===== src/rtl/regfile_wb_arb.sv =====
// Writeback arbiter that merges two sources into one register-file write port.
// Each source has its own in-order queue. A round-robin arbiter picks one
// entry per cycle and drives it out as a registered write.
module regfile_wb_arb #(
    parameter int DATA_W = 32,
    parameter int ADDR_W = 4,
    parameter int DEPTH  = 2
) (
    input  logic              clk,
    input  logic              rst_n,
    input  logic              a_valid,
    output logic              a_ready,
    input  logic [ADDR_W-1:0] a_addr,
    input  logic [DATA_W-1:0] a_data,
    input  logic              b_valid,
    output logic              b_ready,
    input  logic [ADDR_W-1:0] b_addr,
    input  logic [DATA_W-1:0] b_data,
    output logic              rd_write,
    output logic [ADDR_W-1:0] rd_addr,
    output logic [DATA_W-1:0] rd_wdata,
    output logic              busy
);

    localparam int PTR_W = $clog2(DEPTH);
    localparam int CNT_W = $clog2(DEPTH + 1);

    typedef enum logic {
        SRC_A = 1'b0,
        SRC_B = 1'b1
    } src_t;

    // Index 0 is source A, index 1 is source B.
    logic [1:0]             in_valid;
    logic [1:0][ADDR_W-1:0] in_addr;
    logic [1:0][DATA_W-1:0] in_data;
    logic [1:0]             ready;
    logic [1:0]             push;
    logic [1:0]             pop;
    logic [1:0]             nonempty;
    logic [1:0][ADDR_W-1:0] head_addr;
    logic [1:0][DATA_W-1:0] head_data;
    src_t                   last_grant;

    assign in_valid = {b_valid, a_valid};
    assign in_addr  = {b_addr, a_addr};
    assign in_data  = {b_data, a_data};
    assign a_ready  = ready[0];
    assign b_ready  = ready[1];
    assign busy     = (|nonempty) | rd_write;

    for (genvar g = 0; g < 2; g++) begin : g_fifo
        logic [ADDR_W-1:0] addr_mem [DEPTH];
        logic [DATA_W-1:0] data_mem [DEPTH];
        logic [PTR_W-1:0]  wptr;
        logic [PTR_W-1:0]  rptr;
        logic [CNT_W-1:0]  cnt;

        // Ready and non-empty come only from the registered count.
        assign nonempty[g]  = (cnt != '0);
        assign ready[g]     = (cnt != CNT_W'(DEPTH));
        assign push[g]      = in_valid[g] & ready[g];
        assign head_addr[g] = addr_mem[rptr];
        assign head_data[g] = data_mem[rptr];

        // Storage write; contents need no reset since the count gates reads.
        always_ff @(posedge clk) begin
            if (push[g]) begin
                addr_mem[wptr] <= in_addr[g];
                data_mem[wptr] <= in_data[g];
            end
        end

        // Pointers wrap naturally because DEPTH is a power of two.
        always_ff @(posedge clk or negedge rst_n) begin
            if (!rst_n) begin
                wptr <= '0;
                rptr <= '0;
                cnt  <= '0;
            end else begin
                if (push[g]) wptr <= wptr + PTR_W'(1);
                if (pop[g])  rptr <= rptr + PTR_W'(1);
                cnt <= cnt + CNT_W'(push[g]) - CNT_W'(pop[g]);
            end
        end
    end

    // Round-robin pick: A wins a contest unless A was granted last.
    always_comb begin
        pop    = '0;
        pop[0] = nonempty[0] & (~nonempty[1] | (last_grant == SRC_B));
        pop[1] = nonempty[1] & ~pop[0];
    end

    // Registered write port and last-grant tracking; address/data hold when idle.
    always_ff @(posedge clk or negedge rst_n) begin
        if (!rst_n) begin
            rd_write   <= 1'b0;
            rd_addr    <= '0;
            rd_wdata   <= '0;
            last_grant <= SRC_B;
        end else begin
            rd_write <= |pop;
            if (pop[0]) begin
                rd_addr    <= head_addr[0];
                rd_wdata   <= head_data[0];
                last_grant <= SRC_A;
            end else if (pop[1]) begin
                rd_addr    <= head_addr[1];
                rd_wdata   <= head_data[1];
                last_grant <= SRC_B;
            end
        end
    end

endmodule


===== config.mk =====
export PLATFORM = sky130hd
export DESIGN_NAME = regfile_wb_arb
export DESIGN_NICKNAME = d
export VERILOG_FILES = /design/src/rtl/regfile_wb_arb.sv
export SDC_FILE = /design/constraint.sdc
export NUM_CORES = 1
export LEC_CHECK = 0
export ABC_AREA = 1
export CORE_ASPECT_RATIO = 1.2
export CORE_MARGIN = 2
export CORE_UTILIZATION = 25
export CTS_CLUSTER_SIZE = 25
export DETAILED_ROUTE_END_ITERATION = 12
export DONT_BUFFER_PORTS = 1
export PLACE_DENSITY_LB_ADDON = 0.2
export RECOVER_POWER = 25
export SLEW_MARGIN = 15
export SYNTH_ARGS = -nofsm -noshare
export SYNTH_HDL_FRONTEND = slang
export SYNTH_SLANG_ARGS = --single-unit

===== constraint.sdc =====
create_clock -name clk -period 3.3 [get_ports clk]
set_input_delay 0.825 -clock clk [delete_from_list [all_inputs] [get_ports clk]]
set_output_delay 0.825 -clock clk [all_outputs]
set_load 0.05 [all_outputs]

# Word level (Yosys, flattened, before mapping)
# Memory sizes are Yosys's and may differ from the RTL's.
# Cells that the tools add are included.
[op_classes]
bitwise_logic = 8
addsub = 8
n_eq_ne = 2
reduce_logical = 5
muxes = 10
[ops]
columns = ["op", "count"]
rows = [
  ["32-bit two-way mux", 2],
  ["4-bit two-way mux", 2],
  ["1-bit two-way mux", 6],
  ["2-bit nonzero test", 3],
  ["1-bit adder (second input constant)", 4],
  ["2-bit by 1-bit adder with 2-bit output", 2],
  ["1-bit bitwise AND", 4],
  ["2-bit != test (second input constant)", 2],
  ["2-bit OR reduction", 2],
  ["2-bit by 1-bit subtractor with 2-bit output", 2],
  ["1-bit NOT", 2],
  ["1-bit OR", 2],
]
[word_totals]
output_inout_bits = 40
register_bits = 46
elab_cells = 47
input_bits = 76
ramBits = 144
n_memories = 4
[mem_list]
columns = ["memory", "depth", "width", "read_ports", "rd_clocked_by_memory_dff", "wr", "line_no", "rtl"]
rows = [
  ["g_fifo[0].data_mem", 2, 32, 1, 0, 1, "54", "logic [DATA_W-1:0] data_mem [DEPTH];"],
  ["g_fifo[1].data_mem", 2, 32, 1, 0, 1, "54", ""],
  ["g_fifo[0].addr_mem", 2, 4, 1, 0, 1, "53", "logic [ADDR_W-1:0] addr_mem [DEPTH];"],
  ["g_fifo[1].addr_mem", 2, 4, 1, 0, 1, "53", ""],
]

# Logic depth before layout (Yosys ltp)
# Gate-level depths: netlist of run 1.
[logic_depth]
depth_word = 8
depth_mapped = 9
ltp_nobuf = 8

# Least setup slack after synthesis of run 1
# Ideal clock, no wire load.
[synth_path]
path_kind = "register to register"
from = "register g_fifo[1].cnt[0]"
to = "memory g_fifo[1].addr_mem[1][0] (enable)"
period_less_slack_ns = 2.991
arrival_ns = 2.560
n_path_buf = 0
slack_ns = 0.309
required_time_ns = 2.869
setup_ns = 0.431
stages_incl_launch_ff = 5
path_cell_list = "dfrtp_1 -> inv_1 -> nand2_1 -> nand2_1 -> nor2_1"
[synth_via]
elab_chain_cells = 4
[synth_rtl]
columns = ["item", "line_no", "rtl"]
rows = [
  ["from (decl)", "57", "logic [CNT_W-1:0] cnt;"],
  ["from (signal assigned)", "83", "cnt <= cnt + CNT_W'(push[g]) - CNT_W'(pop[g]);"],
  ["2-bit != test", "61", "assign ready[g] = (cnt != CNT_W'(DEPTH));"],
  ["net b_ready", "16", "output logic b_ready,"],
  ["1-bit bitwise AND", "62", "assign push[g] = in_valid[g] & ready[g];"],
  ["1-bit two-way mux", "68", "if (push[g]) begin"],
  ["1-bit two-way mux (not written as such)", "69", "addr_mem[wptr] <= in_addr[g];"],
  ["to (decl)", "53", ""],
]
# The timed path passes the listed nets, and every way through them passes these cells.

# Worst setup path after layout of run 1
[layout_path]
from = "register g_fifo[1].cnt[1]"
to = "output port busy"
[layout_via]
elab_chain_cells = 3
[layout_rtl]
columns = ["item", "line_no", "rtl"]
rows = [
  ["2-bit nonzero test", "60", "assign nonempty[g] = (cnt != '0);"],
  ["2-bit OR reduction", "50", "assign busy = (|nonempty) | rd_write;"],
  ["1-bit OR", "50", ""],
  ["to (decl)", "22", "output logic busy"],
]
# Every way passes these cells.

==> impl_results.md, run 1 <==
- PD cells: 1041 nW/um^2
- Crit start category: flop
- Yosys cell types: 22
- Clock Sinks: 190
- Top-area cell type share of the netlist area: 0.5727
- Routed wire length: 17.50 mm
- Avg WL per Cell: 16.29 microns
- Max-slew headroom: 0.5280
- Max-slew violations: 0
- CP endpoint kind: output pin
- Iteration-0 DRC count of the detailed router: 318
- Die ar.: approximately 32000 sq um
- Core area: ~30000 sq um
- WS Path Type: reg -> out
- Max frequency: 0.3840 GHz
- Syn_nets: 752
- Worst Tran Pin Value: between 0.7 and 0.8 ns
- Clock root cell: clkbuf_16
- Synthesized area per cell: between 10 and 15 sq um
- CTS H-tree depth: 4
- Met3 GRT Util: 0.06679
- Register bit count reported by yosys: 190
- Cell row count: 69
- Post-DP HPWL: 12.12 mm
- Boundary Pins: approximately 120
- Internal power: between 0.005 and 0.006 W
- Status: finished clean
- Port bufs: 0
- Clock skew: 0.009447 ns
- Switch Pwr: approximately 0.0039 W
- Total gr overflow: 0
- Post-CTS setup buffer count: 0
- First-pass GRT wire length: between 20 and 30 mm
- Cell area after synthesis: 7551 sq um
- Sequential share of power: 0.501
- Leakage: 3.524 nW
- Nets: about 750
- Area leader, netlist: edfxtp_1
- P&R area growth vs syn: 13.59%
- Arr. time, crit path: 1.78 ns
- Top Usage Layer GRT: met2
- Initial Util: 0.2543
- Total GRT Usage: 0.1142
- Largest net degree at the start of global routing: 47
- Hold Buf Count CTS: 0
- Endpoints failing setup: 0
- MaxCap Viol Count: 0
- CTS tree: yes
- Die width: 162.7 microns
- GR Util met1: 0.1210
- Inserted Diodes: 0
- Fin Setup TNS: 0 ns
- Clk pwr share: 0.219
- Post_cts resized: 0
- GP Congestion: 0.7447
- Antenna Nets Post-Route: 0
- RSZ-0062 raised after global routing: no
- Area contributors post-synth: edfxtp_1 (57%), dfrtp_1 (15%), nand2_1 (13%)
- Cells after Synth: ~670
- Post-synthesis sequential area ratio: 0.7253
- Clock transition at the registers of the reported paths: 0.08 ns
- Initial antenna violation count: 0
- Logic gate share of total power: 0.280
- Fin cells: 1074
- Clock buffer depth: 2
- Number of remaining DRC errors: 0
- Vias: 4314
- Placed cell count: between 1k and 1.5k
- Drt pass-1 iters: 4
- Fin crit period: around 2.6 ns
- Critical path peak fanout: 20
- Met2 Usage GRT: 0.1928
- DR vias/cell: 4.017
- Latest clock arrival within the worst-skew pair: 0.43 ns
- HP Class: in -> async
- DIE HEIGHT: 194.4 microns
- Data required time at the worst endpoint: between 2 and 2.5 ns
- Fin. Hold Viols: 0
- Vias in the first global route: 4403
- Cts bufs inserted: 17
- Ys Warns: 0
- Layout cells sized above 1: 0.08041
- VDD IR max: 0.4035 mV
- Sw frac: 0.4329
- Part of the cycle the worst path needs: 0.7892
## synth_stat cells (all sizes together)
cell / count
nand3: 53
buf: 22
nand2: 258
inv: 83
ha: 4
o21ai: 38
or2: 1
a21oi: 1
xnor2: 4
nor2: 10
xor2: 2
dfrtp: 45
dfstp: 1
clkbuf: 6
edfxtp: 144
## critical path: stages (launching register included)
cell	delay [ns]
dfrtp_1	0.45
nor2_2	0.20
nand2_1	0.07
buf_4	0.20
or2_2	0.42
## logic make-up after synthesis
group / after synthesis / share of synthesized area
fa+ha+maj: 4 / 0.006628
buf+inv: 111 / 0.06148
simple gates: 322 / 0.1708
flops: 190 / 0.7253
xor+xnor: 6 / 0.006959
compound gates: 39 / 0.02883
## power groups by stage
| stage | Combinational, W | Clock, W | Sequential (W) |
|---|---|---|---|
| 2_1_floorplan | 0.00189 | 0 | 0.00443 |
| 3_3_place_gp | 0.00259 | 0 | 0.00453 |
| 3_5_place_dp | 0.00261 | 0 | 0.00453 |
| 4_1_cts | 0.00262 | 0.00201 | 0.00448 |
| 5_1_grt | 0.00292 | 0.00210 | 0.00456 |
| 6_report | 0.00250 | 0.00195 | 0.00448 |
## path summary, 6_finish.rpt
check / from / endpoint / slack (ns) / depth (start not counted)
worst max-delay path: g_fifo[1].cnt[1] / busy / 0.70 / 4
worst min-delay path: rst_n / rd_wdata[30] / 0.09 / 0
worst max register to register: g_fifo[0].cnt[1] / g_fifo[0].data_mem[0][27] / 1.08 / 4
worst min register to register: g_fifo[1].wptr / g_fifo[1].wptr / 0.58 / 2
max in group asynchronous: rst_n / last_grant / 3.01 / 0
min in group clk: b_data[14] / g_fifo[1].data_mem[1][14] / 0.49 / 0
## cell type report
type | instances | area, sq um
clock inverter | 14 | 128.9
tap | 390 | 488.0
multi-input combinational | 371 | 1640
timing repair buffer | 9 | 105.1
clock buffer | 17 | 425.4
sequential | 190 | 5478
fill | 3098 | 21120
inverter | 83 | 311.5
## placed cells by master (no fill, tap or decap), drive strengths merged
| cell | instances |
|---|---|
| xor2 | 2 |
| dfrtp | 45 |
| inv | 89 |
| nand3 | 53 |
| o21ai | 38 |
| nand2 | 258 |
| xnor2 | 4 |
| dfstp | 1 |
| buf | 9 |
| clkinvlp | 5 |
| clkbuf | 17 |
| ha | 4 |
| or2 | 1 |
| clkinv | 3 |
| nor2 | 10 |
| edfxtp | 144 |
| a21oi | 1 |
## state kept, by name, indices dropped and copies added, names as in the netlist
register / flops
g_fifo.data_mem: 128
rd_wdata: 32
g_fifo.addr_mem: 16
g_fifo.cnt: 4
rd_addr: 4
g_fifo.rptr: 2
g_fifo.wptr: 2
last_grant: 1
rd_write: 1
## stage by stage
step	worst slack, ns	instance area [sq um]	util	hold slack, ns	power [W]
2_1_floorplan	0.3094	7551	-	0.4866	0.006315
3_3_place_gp	1.034	8023	0.2701	0.5311	0.007122
3_5_place_dp	1.010	8023	0.2701	0.5310	0.007139
4_1_cts	0.6653	8577	0.2888	0.06562	0.009113
5_1_grt	0.5829	8577	0.2888	0.05965	0.009586
6_report	0.6956	8577	0.2888	0.08712	0.008931
## layer usage
layer,share of wire,vias to the layer above
met5,0,-
met4,0.014,0
met3,0.13,12
met2,0.50,122
met1,0.36,2012
li1,-,2168
Note: power is estimated with default switching activity, not from simulation.
==> inputs of run 2 (changes only) <==
Settings changed: ABC_AREA 1 to 0.
Clock period 3.3 ns to 2.5 ns, I/O delays scaled along.
==> impl_results.md, run 2 <==
- Count leader, synth: edfxtp_1
- Boundary Pins: 116
- Area leader, netlist: edfxtp_1
- Nets: 511
- Worst Tran Pin Value: 1.381 ns
- Placed Area: 7825 sq um
- Fin Setup TNS: 0 ns
- Cts bufs inserted: 17
- Commonest cells in the netlist: edfxtp_1 (144), mux2i_1 (55), dfrtp_1 (45), nand2_1 (21), nor2_1 (21)
- Inserted Diodes: 0
- Worst r2r path cells: 8
- Top FF cell, synth: edfxtp_1
- Register bit count reported by yosys: 190
- Max FFs per register: 128
- Switch Pwr: 0.004815 W
- Part of the cycle the worst path needs: 0.9241
- Sequential share of power: 0.506
- Internal power: 0.007235 W
- Cells after Synth: between 400 and 500
- Total gr overflow: 0
- CP Depth: 3
- Cell area after synthesis: 7262 sq um
- Clock transition at the registers of the reported paths: 0.07 ns
- Cell row count: between 60 and 70
- WS Path Type: reg -> out
- Most frequent cells in the layout: edfxtp_1 (144), mux2i_1 (55), dfrtp_1 (43), nand2_1 (21), buf_4 (20)
- First-pass GRT wire length: 24.99 mm
- Initial antenna violation count: 0
- Ys Warns: 0
- Clk pwr share: 0.223
- Vias: around 3.5k
- Post-synthesis sequential area ratio: 0.7541
- Fin. Hold Viols: 0
- GP Congestion: between 0.6 and 0.7
- Vias in the first global route: 3791
- Latest clock arrival within the worst-skew pair: 0.44 ns
- RSZ-0062 raised after global routing: no
- Pre-CTS setup slack: between 0.5 and 0.6 ns
- Critical path's slowest cell: dfrtp_1
- Post-DP HPWL: between 10 and 15 mm
- Core area: ~29000 sq um
- Max-slew violations: 0
- DIE HEIGHT: 190.7 microns
- Max-slew headroom: 0.07939
- Worst-path cell chain: nor4_4 > nand2b_1 > buf_4
- CTS tree: yes
- CP top delay family: simple AND/OR/NAND/NOR gates
- Die width: 159.6 microns
- DR vias/cell: 4.255
- Biggest register: g_fifo.data_mem
- Synthesized area per cell: 17.67 sq um
- EDFF count, synth: 144
- PD cells: 1431 nW/um^2
- Leakage: 2.932 nW
- Die ar.: 30430 sq um
- Clock buffer depth: 2
- Largest net degree at the start of global routing: 46
- Yosys cell types: 26
- Logic gate share of total power: 0.272
- Initial Util: 0.2533
- Final worst setup slack: 0.1897 ns
- Top-area cell type share of the netlist area: 0.5955
- Syn_nets: 491
- Async set-reset flop share out of synthesis: 0.2421
- VDD IR max: 0.5178 mV
- Antenna Nets Post-Route: 0
- CP endpoint kind: output pin
- Hold Crit Depth: 0
- HP Class: in -> reg
- Fin area: 8422 sq um
- Number of remaining DRC errors: 0
- Delay of the slowest cell on the worst path: roughly 0.47 ns
- CTS H-tree depth: 4
- Drt pass-1 iters: 4
- Max frequency: between 0.4 and 0.5 GHz
- Routed wire length: 16.57 mm
- Commonest non-fill, non-tap cell in the layout: edfxtp_1
- Sw frac: 0.3996
- Area contributors post-synth: edfxtp_1 (60%), dfrtp_1 (16%), mux2i_1 (7.6%)
- Largest registers: g_fifo.data_mem x128, rd_wdata x32, g_fifo.addr_mem x16
- Critical path peak fanout: 5
- Endpoints failing setup: 0
- Crit start category: flop
- Worst path buffer plus inverter count: 1
- P&R area growth vs syn: 15.97%
- Post-CTS setup buffer count: 0
- Data required time at the worst endpoint: 1.88 ns
- Status: finished clean
- Clock root cell: clkbuf_16
- Clock Sinks: 190
- Arr. time, crit path: 1.69 ns
- MaxCap Viol Count: 0
- Iteration-0 DRC count of the detailed router: 140
- Avg WL per Cell: 19.99 microns
- Fin crit period: between 2 and 2.5 ns
- Layout cells sized above 1: 0.2342
- Total GRT Usage: 0.1137
- Port bufs: 0
- Clock skew: 0.01592 ns
-- run 2: power groups by stage --
stage / Clock, W / Combinational [W] / Sequential [W]
CTS: 0.00280 / 0.00340 / 0.00613
global route: 0.00291 / 0.00363 / 0.00622
global placement: 0 / 0.00329 / 0.00618
floorplan: 0 / 0.00259 / 0.00588
detailed placement: 0 / 0.00338 / 0.00620
finish: 0.00268 / 0.00327 / 0.00610
-- run 2: cell families after synthesis --
logic type,synth area share
buf+inv,0.02274
simple gates,0.04101
xor+xnor,0.009649
mux,0.1022
flops,0.7541
compound gates,0.06341
fa+ha+maj,0.006892
-- run 2: worst paths after layout --
kind	start	to	slack (ns)
max	g_fifo[0].cnt[1]	busy	0.19
min	b_data[16]	g_fifo[1].data_mem[1][16]	0.28
min reg2reg	g_fifo[1].wptr	g_fifo[1].wptr	0.55
min in group asynchronous	rst_n	rd_wdata[23]	0.51
max reg2reg	g_fifo[1].cnt[1]	g_fifo[0].cnt[1]	0.63
max in group asynchronous	rst_n	g_fifo[0].rptr	1.08
-- run 2: final cells by class --
cell class                      instances  area [sq um]
Timing Repair Buffer                   23         185.2
Inverter                                9         33.78
Tap cell                              385         481.7
Sequential cell                       190          5479
Fill cell                            2864         20250
Multi-Input combinational cell        190          1660
Clock inverter                         13         128.9
Clock buffer                           19         452.9
-- run 2: layer usage --
metal  vias up  global-route usage  routed length [microns]  part of all wire
met4         0             0.04231                      290             0.018
met5         -                   0                        0                 0
met2        81              0.1981                     8633              0.52
met3        17             0.04371                     1121             0.068
met1      1807              0.1262                     6526              0.39
li1       1622                   -                        -                 -
-- run 2: repair_timing --
| action | CTS | global route |
|---|---|---|
| endpoints found under the hold margin | 45 | 0 |
| endpoints found under the setup margin | 0 | 1 |
| resized for setup | 0 | 0 |
| hold buffers | 2 | 0 |
-- run 2: stage by stage --
stage | hold WS (ns) | instances | power [W] | util
3_5_place_dp | 0.3312 | 795 | 0.009574 | 0.2729
6_report | 0.2784 | 829 | 0.01205 | 0.2937
5_1_grt | 0.2471 | 829 | 0.01276 | 0.2937
2_1_floorplan | 0.3294 | 411 | 0.008465 | -
4_1_cts | 0.03311 | 829 | 0.01233 | 0.2945
3_3_place_gp | 0.3314 | 795 | 0.009465 | 0.2729
